**src/rtl/multi_lock_manager.sv**
```systemverilog
// Multi-lock arbiter: serves NUM_LOCKS locks over one request/ack stream pair,
// answering busy with a NACK (WAIT_MODE=0) or parking waiters for round-robin hand-over (WAIT_MODE=1).
module multi_lock_manager #(
  parameter int unsigned MAX_ACCS  = 16,
  parameter int unsigned ACC_BITS  = $clog2(MAX_ACCS),
  parameter int unsigned NUM_LOCKS = 8,
  parameter int unsigned WAIT_MODE = 0
) (
  input  logic                 clk,
  input  logic                 rst,
  input  logic                 in_tvalid,
  output logic                 in_tready,
  input  logic [ACC_BITS-1:0]  in_tid,
  input  logic [63:0]          in_tdata,
  output logic                 out_tvalid,
  input  logic                 out_tready,
  output logic [ACC_BITS-1:0]  out_tdest,
  output logic [63:0]          out_tdata,
  output logic                 out_tlast,
  output logic [NUM_LOCKS-1:0] locks_busy,
  output logic                 err
);

  localparam int unsigned LOCK_BITS = (NUM_LOCKS > 1) ? $clog2(NUM_LOCKS) : 1;
  localparam logic [7:0]  CMD_LOCK   = 8'h04;
  localparam logic [7:0]  CMD_UNLOCK = 8'h06;
  localparam logic [7:0]  CMD_ACK    = 8'h05;

  typedef enum logic [1:0] {IDLE, EXEC, SEND} state_t;

  state_t               state;
  logic [7:0]           cmd_q;
  logic [LOCK_BITS-1:0] id_q;
  logic [ACC_BITS-1:0]  tid_q;
  logic [ACC_BITS-1:0]  owner   [NUM_LOCKS];
  logic [MAX_ACCS-1:0]  waiters [NUM_LOCKS];

  logic                 id_ok;
  logic                 cmd_ok;
  logic [LOCK_BITS-1:0] sel;
  logic                 cur_busy;
  logic [ACC_BITS-1:0]  cur_owner;
  logic [MAX_ACCS-1:0]  cur_wait;
  logic                 is_owner;
  logic                 win_found;
  logic [ACC_BITS-1:0]  win;
  logic                 unused_tdata;

  assign out_tlast    = 1'b1;
  assign unused_tdata = ^{in_tdata[63:8+LOCK_BITS]};

  // Decode of the latched request against the addressed lock
  assign id_ok     = (32'(id_q) < NUM_LOCKS);
  assign cmd_ok    = (cmd_q == CMD_LOCK) || (cmd_q == CMD_UNLOCK);
  assign sel       = id_ok ? id_q : '0;
  assign cur_busy  = locks_busy[sel];
  assign cur_owner = owner[sel];
  assign cur_wait  = waiters[sel];
  assign is_owner  = cur_busy && (cur_owner == tid_q);

  // Next owner on hand-over: first waiter after the current owner, wrapping
  always_comb begin
    win_found = 1'b0;
    win       = '0;
    for (int unsigned k = 1; k <= MAX_ACCS; k++) begin
      if (!win_found && cur_wait[ACC_BITS'((32'(cur_owner) + k) % MAX_ACCS)]) begin
        win_found = 1'b1;
        win       = ACC_BITS'((32'(cur_owner) + k) % MAX_ACCS);
      end
    end
  end

  function automatic logic [63:0] ack_word(input logic granted);
    logic [63:0] w;
    w                   = '0;
    w[7:0]              = CMD_ACK;
    w[8]                = granted;
    w[16 +: LOCK_BITS]  = id_q;
    return w;
  endfunction

  always_ff @(posedge clk) begin
    if (rst) begin
      state      <= IDLE;
      cmd_q      <= '0;
      id_q       <= '0;
      tid_q      <= '0;
      in_tready  <= 1'b0;
      out_tvalid <= 1'b0;
      out_tdest  <= '0;
      out_tdata  <= '0;
      locks_busy <= '0;
      err        <= 1'b0;
      for (int unsigned i = 0; i < NUM_LOCKS; i++) begin
        owner[i]   <= '0;
        waiters[i] <= '0;
      end
    end else begin
      err <= 1'b0;
      case (state)
        IDLE: begin
          in_tready <= 1'b1;
          if (in_tvalid && in_tready) begin
            cmd_q     <= in_tdata[7:0];
            id_q      <= in_tdata[8 +: LOCK_BITS];
            tid_q     <= in_tid;
            in_tready <= 1'b0;
            state     <= EXEC;
          end
        end

        EXEC: begin
          state     <= IDLE;
          in_tready <= 1'b1;
          if (!id_ok || !cmd_ok) begin
            err <= 1'b1;
          end else if (cmd_q == CMD_LOCK) begin
            if (!cur_busy || is_owner) begin
              locks_busy[sel] <= 1'b1;
              owner[sel]      <= tid_q;
              out_tdest       <= tid_q;
              out_tdata       <= ack_word(1'b1);
              out_tvalid      <= 1'b1;
              in_tready       <= 1'b0;
              state           <= SEND;
            end else if (WAIT_MODE == 0) begin
              out_tdest  <= tid_q;
              out_tdata  <= ack_word(1'b0);
              out_tvalid <= 1'b1;
              in_tready  <= 1'b0;
              state      <= SEND;
            end else begin
              waiters[sel][tid_q] <= 1'b1;
            end
          end else if (!is_owner) begin
            err <= 1'b1;
          end else if (WAIT_MODE != 0 && win_found) begin
            // Hand the lock straight to the next waiter; it stays busy
            owner[sel]        <= win;
            waiters[sel][win] <= 1'b0;
            out_tdest         <= win;
            out_tdata         <= ack_word(1'b1);
            out_tvalid        <= 1'b1;
            in_tready         <= 1'b0;
            state             <= SEND;
          end else begin
            locks_busy[sel] <= 1'b0;
          end
        end

        SEND: begin
          if (out_tready) begin
            out_tvalid <= 1'b0;
            in_tready  <= 1'b1;
            state      <= IDLE;
          end
        end

        default: state <= IDLE;
      endcase
    end
  end

endmodule

```
**config.mk**
```make
export PLATFORM = sky130hd
export DESIGN_NAME = multi_lock_manager
export DESIGN_NICKNAME = d
export VERILOG_FILES = /design/src/rtl/multi_lock_manager.sv
export SDC_FILE = /design/constraint.sdc
export NUM_CORES = 1
export LEC_CHECK = 0
export CAP_MARGIN = 25
export CORE_MARGIN = 3
export CORE_UTILIZATION = 47
export CTS_CLUSTER_DIAMETER = 200
export DETAILED_ROUTE_END_ITERATION = 7
export PLACE_DENSITY = 0.89
export SETUP_SLACK_MARGIN = 0.3
export SLEW_MARGIN = 15
export SYNTH_ARGS = -nofsm -noshare
export SYNTH_HDL_FRONTEND = slang
export SYNTH_SLANG_ARGS = --single-unit
```
**constraint.sdc**
```tcl
create_clock -name clk -period 3.8 [get_ports clk]
set_input_delay 0.95 -clock clk [delete_from_list [all_inputs] [get_ports clk]]
set_output_delay 0.95 -clock clk [all_outputs]
set_load 0.02 [all_outputs]
```
==> impl_metrics.py <==
metrics = {
    "floorplan": {
        "rows": 31,
        "core_sq_um": 7408,
        "ios": 152,
        "die_w_microns": 94.23,
        "dieArea_sq_um": 8878,
        "die_h_microns": 94.23,
        "initial_core_util_pct": 49.38,
    },
    "detailed_routing": {
        "drtIter0Drc": 267,
        "wl_mm": 7.387,
        "top_layer": "met4",
        "met1_length_mm": 2.838,
        "vias_per_cell": 5.157,
        "drc": 0,
        "via_count": 2625,
        "wl_met3_microns": 590,
        "ant_nets": 0,
        "drt-pass1-iter-count": 6,
        "wl_met2_mm": 3.734,
        "post_drt_wl_per_cell_microns": 14.51,
    },
    "min_path": {
        "whs_path_depth": 2,
        "hold_start": "cmd_q[4]",
        "hold_class": "reg -> reg",
        "hold_end": "cmd_q[4]",
    },
    "global_routing": {
        "grt_pass1_vias": 2457,
        "overflow": 0,
        "grt_max_degree": 29,
        "grt_pass1_wl_mm": 11.69,
        "antenna_found_initial": 0,
        "track_usage_pct": 17.20,
    },
    "cts": {
        "cts_tree": "built",
        "clkLatencyLatePin_ns": 0.36,
        "cts_root_buf": "clkbuf_8",
        "clock-sinks": 72,
        "hold_buffers": 0,
        "clk_pin_slew_ns": 0.09,
        "ctsResizeCount": 0,
        "clk_path_buf_depth": 2,
        "post_cts_buffers": 0,
        "cts_made_buffers": 9,
        "htree_levels": 3,
    },
    "logic_synthesis": {
        "synthSimpleGateAreaFrac_pct": 15.29,
        "synthDistinctLibCells": 42,
        "syn-cell-area_sq_um": 3659,
        "postSynthCellCount": 369,
        "yosys-mux-area-fraction_pct": 11.22,
        "synth-adder-area-share_pct": 1.368,
        "synth_compound_area_share_pct": 7.558,
        "synth_seq_area_share_pct": 48.15,
        "ys_ff_latch": 72,
        "syn_avg_cell_area_sq_um": 9.915,
        "synth_top_family_by_area": "simple AND/OR/NAND/NOR gates",
        "netlist.area_leader.share_pct": 26.27,
        "yosysTopAreaCell": "edfxtp_1",
        "synthTopCellsByArea": "edfxtp_1, dfxtp_1, buf_4",
        "synthXorXnorAreaFrac_pct": 0.9576,
        "synth_warnings": 0,
    },
    "pwr": {
        "p_per_area_nw_per_um2": 407.3,
        "peakVddDrop_mv": 0.2642,
        "power_leakage_nw": 1.586,
    },
    "setup_path": {
        "worstSetupPathType": "reg -> reg",
        "critPathMaxFanout": 10,
        "crit_required_ns": 3.80,
        "critPathLaunchType": "flop",
        "crit_chain": "mux2i_1 > mux4_2 > xor2_1 > a41o_1 > nand2_1 > o21ai_0",
        "r2r_end": "owner[4][3]",
        "crit_arrival_ns": 3.07,
        "end_kind": "flop",
        "rrSetupSlack_ns": 0.73,
        "cpMaxStageDelayCell": "dfxtp_1",
        "cpPeakStageDelay_ns": 0.74,
        "reg2regPathDepth": 6,
    },
    "layout": {
        "antenna_cells": 0,
        "area_delta_synth_final_pct": 11.59,
        "multi_input_area_sq_um": 1553,
        "fin_nets": 481,
        "final-seq-area_sq_um": 1762,
        "instances_no_fill": 509,
        "drive_gt1_share_pct": 7.073,
        "fillers": 621,
    },
    "placement": {
        "place.gp.congestion": 0.8881,
        "portBuffers": 39,
        "dp.cells": 493,
        "hpwl_mm": 5.381,
    },
    "timing": {
        "rsz0062_at_grt": "false",
        "drv_slew": 0,
        "setup_tns_ns": 0,
        "skew_ns": 0.01537,
        "fin_hold_ws_ns": 0.4602,
        "worstMarginPinSlew_ns": 0.7091,
        "setup_viol_count_final": 0,
        "final.min_clock_period_ns": 3.065,
        "max_freq_mhz": 326.2,
        "relSlewSlack_pct": 52.22,
        "fin_crit_sh_pct": 80.66,
        "finalHoldViolations": 0,
    },
    "run": {
        "drv_cap": 0,
    },
    "status": {
        "outcome": "completed",
    },
}
[power breakdown]
part	total [W]	switching, W	internal [W]
clock network	0.000619	0.000309	0.000310
logic	0.000189	0.000129	0.0000603
registers	0.000855	0.0000241	0.000831
[logic make-up after synthesis]
logic type                 count (synthesis)
xor gates and xnor gates                   4
other                                      2
AOI/OAI and AO/OA                         43
adders and majority gates                  4
and+or+nand+nor                          126
DFF                                       72
muxes                                     36
buffers and inverters                     82
[how the worst max path moves through the flow]
stage / cells past startpoint / from / slack [ns] / endpoint
3_3_place_gp: 4 / rst / 0.95 / owner[7][1]
5_1_grt: 6 / flop / 0.60 / owner[4][3]
3_5_place_dp: 6 / flop / 0.83 / owner[2][3]
2_1_floorplan: 5 / cmd_q[4] / 1.45 / owner[0][0]
4_1_cts: 6 / flop / 0.79 / owner[2][0]
6_report: 6 / flop / 0.73 / owner[4][3]
[worst max-delay path, delay by kind of cell, from the launching register on]
kind	cells	cell delay (ns)
compound gates	2	0.86
xor+xnor	1	0.19
flops	1	0.74
mux	2	0.74
simple gates	1	0.18
[stage by stage]
| stage | instance area [sq um] | utilization (%) | total power (W) | setup slack [ns] |
|---|---|---|---|---|
| detailed placement | 3881 | 52.39 | 0.001057 | 0.8333 |
| finish | 4083 | 55.11 | 0.001663 | 0.7348 |
| floorplan | 3872 | - | 0.001055 | 1.452 |
| global route | 4083 | 55.11 | 0.001711 | 0.6008 |
| global placement | 3881 | 52.39 | 0.001050 | 0.9521 |
| CTS | 4083 | 55.11 | 0.001660 | 0.7858 |
[placed cells by master (no fill, tap or decap), types with 2 or more instances in the layout]
cell and n:
nor2_1 46, mux4_2 4, mux2i_1 32, nand3b_1 3, a211oi_1 2, xor2_1 4
a21oi_1 19, nand2_1 51, inv_1 6, nor2b_1 2, clkdlybuf4s50_1 39, clkbuf_8 9
o21ai_0 9, nand3_1 7, ha_1 4, dfxtp_1 40, edfxtp_1 32, conb_1 59
clkinv_1 2, and3_1 2, inv_6 3, o211ai_1 4, o21ai_1 2, buf_4 3
nand4_1 6
[layer usage]
layer	vias to the layer above	GRT usage [%]
li1	1226	-
met3	21	2.804
met5	-	0
met4	0	9.146
met1	1234	19.73
met2	144	30.44
[area by class of cell]
cell class	instances	share of cell area (%)
Sequential cell	72	43.15
Inverter	8	0.7355
Tap cell	99	3.034
Clock inverter	7	1.900
Clock buffer	9	3.034
Timing Repair Buffer	42	10.11
Multi-Input combinational cell	272	38.03
[cell usage after synthesis (all sizes together)]
cell type  number
a211oi          3
a21o            1
a21oi          19
a221oi          1
a2bb2oi         1
a311o           1
a41o            1
and2            1
and3            2
buf            66
clkbuf          8
clkinv          2
conb            2
dfxtp          40
edfxtp         32
ha              4
inv             6
mux2i          32
mux4            4
nand2          51
nand2b          1
nand3           8
nand3b          3
nand4           6
nor2           46
nor2b           2
nor3            1
nor3b           1
o211a           1
o211ai          4
o21ai          11
or2             1
or3             1
or3b            1
or4             1
xor2            4
Power figures use the tool's default switching activity.
